<file path="src/rtl/bkm_xy_iter.sv">
// rtl/bkm_xy_iter.sv - BKM E-mode X/Y iteration sequencer; E := E + (d*E)*2^-n per accepted digit pair.
// Build option BKM_XY_ITER_SAT_EN: saturate overflowing sums instead of wrapping modulo 2^W.
module bkm_xy_iter #(
    parameter int W       = 16,
    parameter int N_START = 1,
    parameter int N_ITER  = 16
) (
    input  logic                 clk,
    input  logic                 rst,
    input  logic                 start,
    input  logic [W-1:0]         x0,
    input  logic [W-1:0]         y0,
    input  logic                 d_valid,
    output logic                 d_ready,
    input  logic [1:0]           d_x,
    input  logic [1:0]           d_y,
    output logic [1:0]           mul_d_x,
    output logic [1:0]           mul_d_y,
    output logic [W-1:0]         mul_x,
    output logic [W-1:0]         mul_y,
    input  logic [W:0]           prod_x,
    input  logic [W:0]           prod_y,
    output logic [$clog2(W):0]   iter_n,
    output logic                 busy,
    output logic                 done,
    output logic [W-1:0]         x_out,
    output logic [W-1:0]         y_out,
    output logic                 ovf,
    output logic                 d_err
);

    localparam int NW = $clog2(W) + 1;
    localparam logic [NW-1:0] N_FIRST = NW'(N_START);
    localparam logic [NW-1:0] N_LAST  = NW'(N_ITER - 1);
    localparam logic [W-1:0]  S_MAX   = {1'b0, {(W-1){1'b1}}};
    localparam logic [W-1:0]  S_MIN   = {1'b1, {(W-1){1'b0}}};

    typedef enum logic [1:0] {S_IDLE, S_ITER, S_DONE} state_t;

    state_t              state, state_nx;
    logic [W-1:0]        x_r, y_r;
    logic [NW-1:0]       n_r;
    logic                ovf_r, err_r;
    logic                xfer, bad_d, ovf_x, ovf_y;
    logic signed [W+1:0] px_sh, py_sh, sum_x, sum_y;
    logic [W-1:0]        nx_x, nx_y;

    assign xfer  = d_valid && (state == S_ITER);
    assign bad_d = (d_x == 2'b10) || (d_y == 2'b10);

    // Illegal digit 10 is squashed to 0 so the multiplier returns a zero product.
    assign mul_d_x = (xfer && d_x != 2'b10) ? d_x : 2'b00;
    assign mul_d_y = (xfer && d_y != 2'b10) ? d_y : 2'b00;
    assign mul_x   = x_r;
    assign mul_y   = y_r;

    assign px_sh = $signed({prod_x[W], prod_x}) >>> n_r;
    assign py_sh = $signed({prod_y[W], prod_y}) >>> n_r;
    assign sum_x = $signed({{2{x_r[W-1]}}, x_r}) + px_sh;
    assign sum_y = $signed({{2{y_r[W-1]}}, y_r}) + py_sh;

    // In range iff the three top bits of the W+2 sum are all equal.
    assign ovf_x = !((sum_x[W+1:W-1] == 3'b000) || (sum_x[W+1:W-1] == 3'b111));
    assign ovf_y = !((sum_y[W+1:W-1] == 3'b000) || (sum_y[W+1:W-1] == 3'b111));

    always_comb begin
        nx_x = sum_x[W-1:0];
        nx_y = sum_y[W-1:0];
`ifdef BKM_XY_ITER_SAT_EN
        if (ovf_x) nx_x = sum_x[W+1] ? S_MIN : S_MAX;
        if (ovf_y) nx_y = sum_y[W+1] ? S_MIN : S_MAX;
`endif
    end

    always_ff @(posedge clk or posedge rst) begin
        if (rst) state <= S_IDLE;
        else     state <= state_nx;
    end

    always_comb begin
        state_nx = state;
        d_ready  = 1'b0;
        busy     = 1'b0;
        done     = 1'b0;
        case (state)
            S_IDLE: if (start) state_nx = S_ITER;
            S_ITER: begin
                busy    = 1'b1;
                d_ready = 1'b1;
                if (xfer && n_r == N_LAST) state_nx = S_DONE;
            end
            S_DONE: begin
                done     = 1'b1;
                state_nx = S_IDLE;
            end
            default: state_nx = S_IDLE;
        endcase
    end

    always_ff @(posedge clk or posedge rst) begin
        if (rst) begin
            x_r   <= '0;
            y_r   <= '0;
            n_r   <= '0;
            ovf_r <= 1'b0;
            err_r <= 1'b0;
        end else if (state == S_IDLE && start) begin
            x_r   <= x0;
            y_r   <= y0;
            n_r   <= N_FIRST;
            ovf_r <= 1'b0;
            err_r <= 1'b0;
        end else if (xfer) begin
            x_r   <= nx_x;
            y_r   <= nx_y;
            n_r   <= n_r + NW'(1);
            ovf_r <= ovf_r | ovf_x | ovf_y;
            err_r <= err_r | bad_d;
        end
    end

    assign x_out  = x_r;
    assign y_out  = y_r;
    assign iter_n = n_r;
    assign ovf    = ovf_r;
    assign d_err  = err_r;

endmodule

</file>
<file path="config.mk">
export PLATFORM = sky130hd
export DESIGN_NAME = bkm_xy_iter
export DESIGN_NICKNAME = d
export VERILOG_FILES = /design/src/rtl/bkm_xy_iter.sv
export SDC_FILE = /design/constraint.sdc
export NUM_CORES = 1
export LEC_CHECK = 0
export ABC_AREA = 1
export BUFFER_PORTS_ARGS = -buffer_cell sky130_fd_sc_hd__buf_4
export CAP_MARGIN = 40
export CORE_MARGIN = 10
export CORE_UTILIZATION = 45
export CTS_CLUSTER_DIAMETER = 200
export DETAILED_ROUTE_END_ITERATION = 10
export PLACE_DENSITY = 0.69
export SYNTH_ARGS = -nofsm -noshare
export SYNTH_HDL_FRONTEND = slang
export SYNTH_SLANG_ARGS = --single-unit
</file>
<file path="constraint.sdc">
create_clock -name clk -period 3.39 [get_ports clk]
set_clock_uncertainty 0.1 [all_clocks]
set_input_delay 0.1695 -clock clk [delete_from_list [all_inputs] [get_ports clk]]
set_output_delay 0.1695 -clock clk [all_outputs]
set_load 0.02 [all_outputs]
</file>
==> key figures <==
Floorplan
  – Die Y: 128 µm
  – Row cnt: 39
  – Die X: 128 µm
  – Core area: 11500 µm²
  – Initial Util: 0.460
  – Die area: 16500 µm²
  – IO Count: 152

Worst setup path
  – CP Capture Type: flip-flop
  – Max FO, Critical Path: 7
  – Largest delay share family, worst path: simple AND/OR/NAND/NOR gates
  – Crit path buffers/inverters: 4
  – Max stage delay cell, worst path: dfrtp_2
  – Worst Path Required: 3480 ps
  – Max incr delay on CP: 490 ps
  – Cell mode on critical path: nand2_1
  – Reg2reg start: iter_n[0]
  – Startpoint Class: flip-flop
  – Crit path DAT: 3350 ps
  – CP startpoint: iter_n[0]
  – Setup CP Type: flip-flop to flip-flop

Cells and area
  – Fin cells: 1146
  – Layout cell share with drive strength beyond 1: 0.265
  – Multi-input combinational cell area: 3660 µm²
  – Area delta synth->final: 33.5%
  – Total Nets Final: 1114
  – Reg area: 1030 µm²
  – Finished Cell Area: 7040 µm²
  – Filler cells: 1101
  – # diodes: 0

Yosys
  – Main area contributors after synthesis: nand2_1 21%, dfrtp_1 19%, ha_1 8.5%
  – Post-synthesis sequential area ratio: 0.194
  – Post-synth EDFFs: 0
  – Syn nets: 972
  – Ys flop type: dfrtp_1
  – Post-synth top cells: 299 x nand2_1, 85 x inv_1, 77 x o21ai_0, 55 x nand3_1, 41 x dfrtp_1
  – Synth top area share: 0.213
  – Fraction of registers with async set/reset: 1.00
  – Synth unique cells: 39
  – Most common cell in the synthesized netlist: nand2_1
  – FF+latch count, synth: 41
  – Largest area contributor in the netlist: nand2_1
  – Synthesized area: 5280 µm²
  – Mean Syn Cell Area: 6.14 µm²
  – Yosys warns: 0
  – Mapped Cells: 860

STA
  – Worst slew margin: 0.566
  – Final period util: 0.960
  – Max Fclk: 307 MHz
  – Hold Violations, Final: 9
  – Final worst slack: 136 ps
  – Min Clock Period, post-route: 3250 ps
  – Setup TNS: 0 ps
  – Max Transition Viols Final: 0
  – WHS: -5.85 ps
  – Setup violators final: 0
  – Pin slew with the least headroom to its limit: 650 ps
  – RSZ-0062 raised after global routing: yes

CTS
  – Reg clk slew, reported paths: 70 ps
  – H-tree level count: 2
  – Clock root cell: clkbuf_16
  – Clock Sinks: 41
  – Total CTS buffers: 5
  – Clock Latency Late Sink: 300 ps
  – Max Root-Sink Buffers: 2
  – CTS tree: yes

GRT
  – Overflow left after global routing: 0
  – Pin count of the biggest net entering global routing: 42
  – Met1 Usage GRT: 0.240
  – Global routing's busiest layer: met2
  – Global-route met3 utilization: 0.0422
  – Vias in the first global route: 5578
  – Initial antenna violation count: 0
  – GR Util All Layers: 0.201
  – First-pass GRT wire length: 27500 µm
  – Met2 Use GR: 0.358

Place
  – Detailed Place HPWL: 13600 µm
  – Number of cells after detailed placement: 1111
  – Port bufs: 151
  – Gp weighted congestion: 0.953
  – DP Area: 6400 µm²
  – Setup WS pre-CTS: 71.2 ps

Flow run
  – Max-cap violations: 0

Drt
  – DR DRC count: 0
  – Via density: 5.30
  – Per-cell routed wire length: 15.7 µm
  – Antenna Nets Post-Route: 0
  – WL final: 18000 µm
  – First DRT Iteration DRCs: 485
  – DRT Pass-1 Iters: 9
  – Vias: 6073

Min path
  – HP Class: primary input to flip-flop
  – HP Start: x0[10]

Status
  – Status: finished, violations left
  – Failing checks: hold timing
[per-stage QoR]
step	util	hold WS, ps
floorplan	-	202
global placement	0.558	239
detailed placement	0.558	241
CTS	0.579	0.560
global route	0.614	0.567
finish	0.614	-5.85
[cell families after synthesis]
group           Yosys count  share of synthesized area
flops                    41                      0.194
compound gates          183                      0.206
buf+inv                 159                      0.143
fa+ha+maj                38                     0.0929
simple gates            412                      0.318
xor+xnor                 23                     0.0382
mux                       4                    0.00759
[layer usage]
layer | vias to the layer above | share of wire | wire, µm
met3 | 19 | 0.058 | 1040
met5 | - | 0 | 0
met2 | 187 | 0.50 | 9020
li1 | 3099 | - | -
met1 | 2768 | 0.43 | 7660
met4 | 0 | 0.014 | 259
[path summary, 6_finish.rpt]
| kind | to | slack (ps) | depth (start not counted) |
|---|---|---|---|
| max | ovf | 140 | 25 |
| min | mul_x[10] | -6 | 3 |
| max reg2reg | ovf | 140 | 25 |
| min reg2reg | d_err | 400 | 2 |
| max in group asynchronous | iter_n[0] | 2330 | 4 |
| min in group asynchronous | mul_x[6] | 460 | 4 |
[placed cells by master, fill, tap and decap left out, types with 2 or more instances in the layout]
cell,Yosys,final
clkbuf_16,0,10
o21ai_1,3,28
buf_12,0,4
a211o_1,3,3
dlygate4sd3_1,0,8
a31oi_1,5,3
mux2i_1,4,3
nand2_1,299,287
o31ai_1,2,2
o21bai_1,5,5
o21ai_2,0,7
xor2_1,10,10
nor3_1,3,3
nand2_2,6,17
a21oi_1,39,33
nand3_2,0,5
o22ai_1,2,2
buf_4,35,182
clkinv_1,2,2
dfrtp_1,41,40
inv_1,85,83
nand3b_1,2,2
a31oi_4,0,2
ha_1,36,34
ha_2,0,2
nor2_2,4,6
a21oi_2,3,9
and3_1,2,2
or2_2,2,2
o211ai_1,39,39
nor2_1,33,31
inv_2,7,7
a22o_1,4,4
o21ai_0,77,45
xnor2_1,13,13
nor4_1,2,2
fa_2,0,2
nand3_1,55,50
[timing repair]
action                                 CTS  global route
buffers inserted                         0            14
setup endpoints to repair                0             7
endpoints found under the hold margin   48             0
hold buffers                             8             0
gates resized for setup                  0            80
[state kept, by name (all words and copies together), names as in the netlist]
signal / flops
mul_x: 16
mul_y: 16
iter_n: 5
state: 2
d_err: 1
ovf: 1
[cell type report]
type	count	area share
flip-flops and latches	41	0.146
inverters	94	0.0510
multi-input cells	660	0.520
well taps	143	0.0254
clock buffers	6	0.0197
clock inverters	2	0.00195
repair buffers	200	0.236
[tightest hold or removal path, stage by stage]
cell and delay, ps:
buf_4 70, nand2_1 40, o211ai_1 60
Power is not shown: default switching activity piles up to over one toggle a cycle in this logic, so the estimate is an artifact.
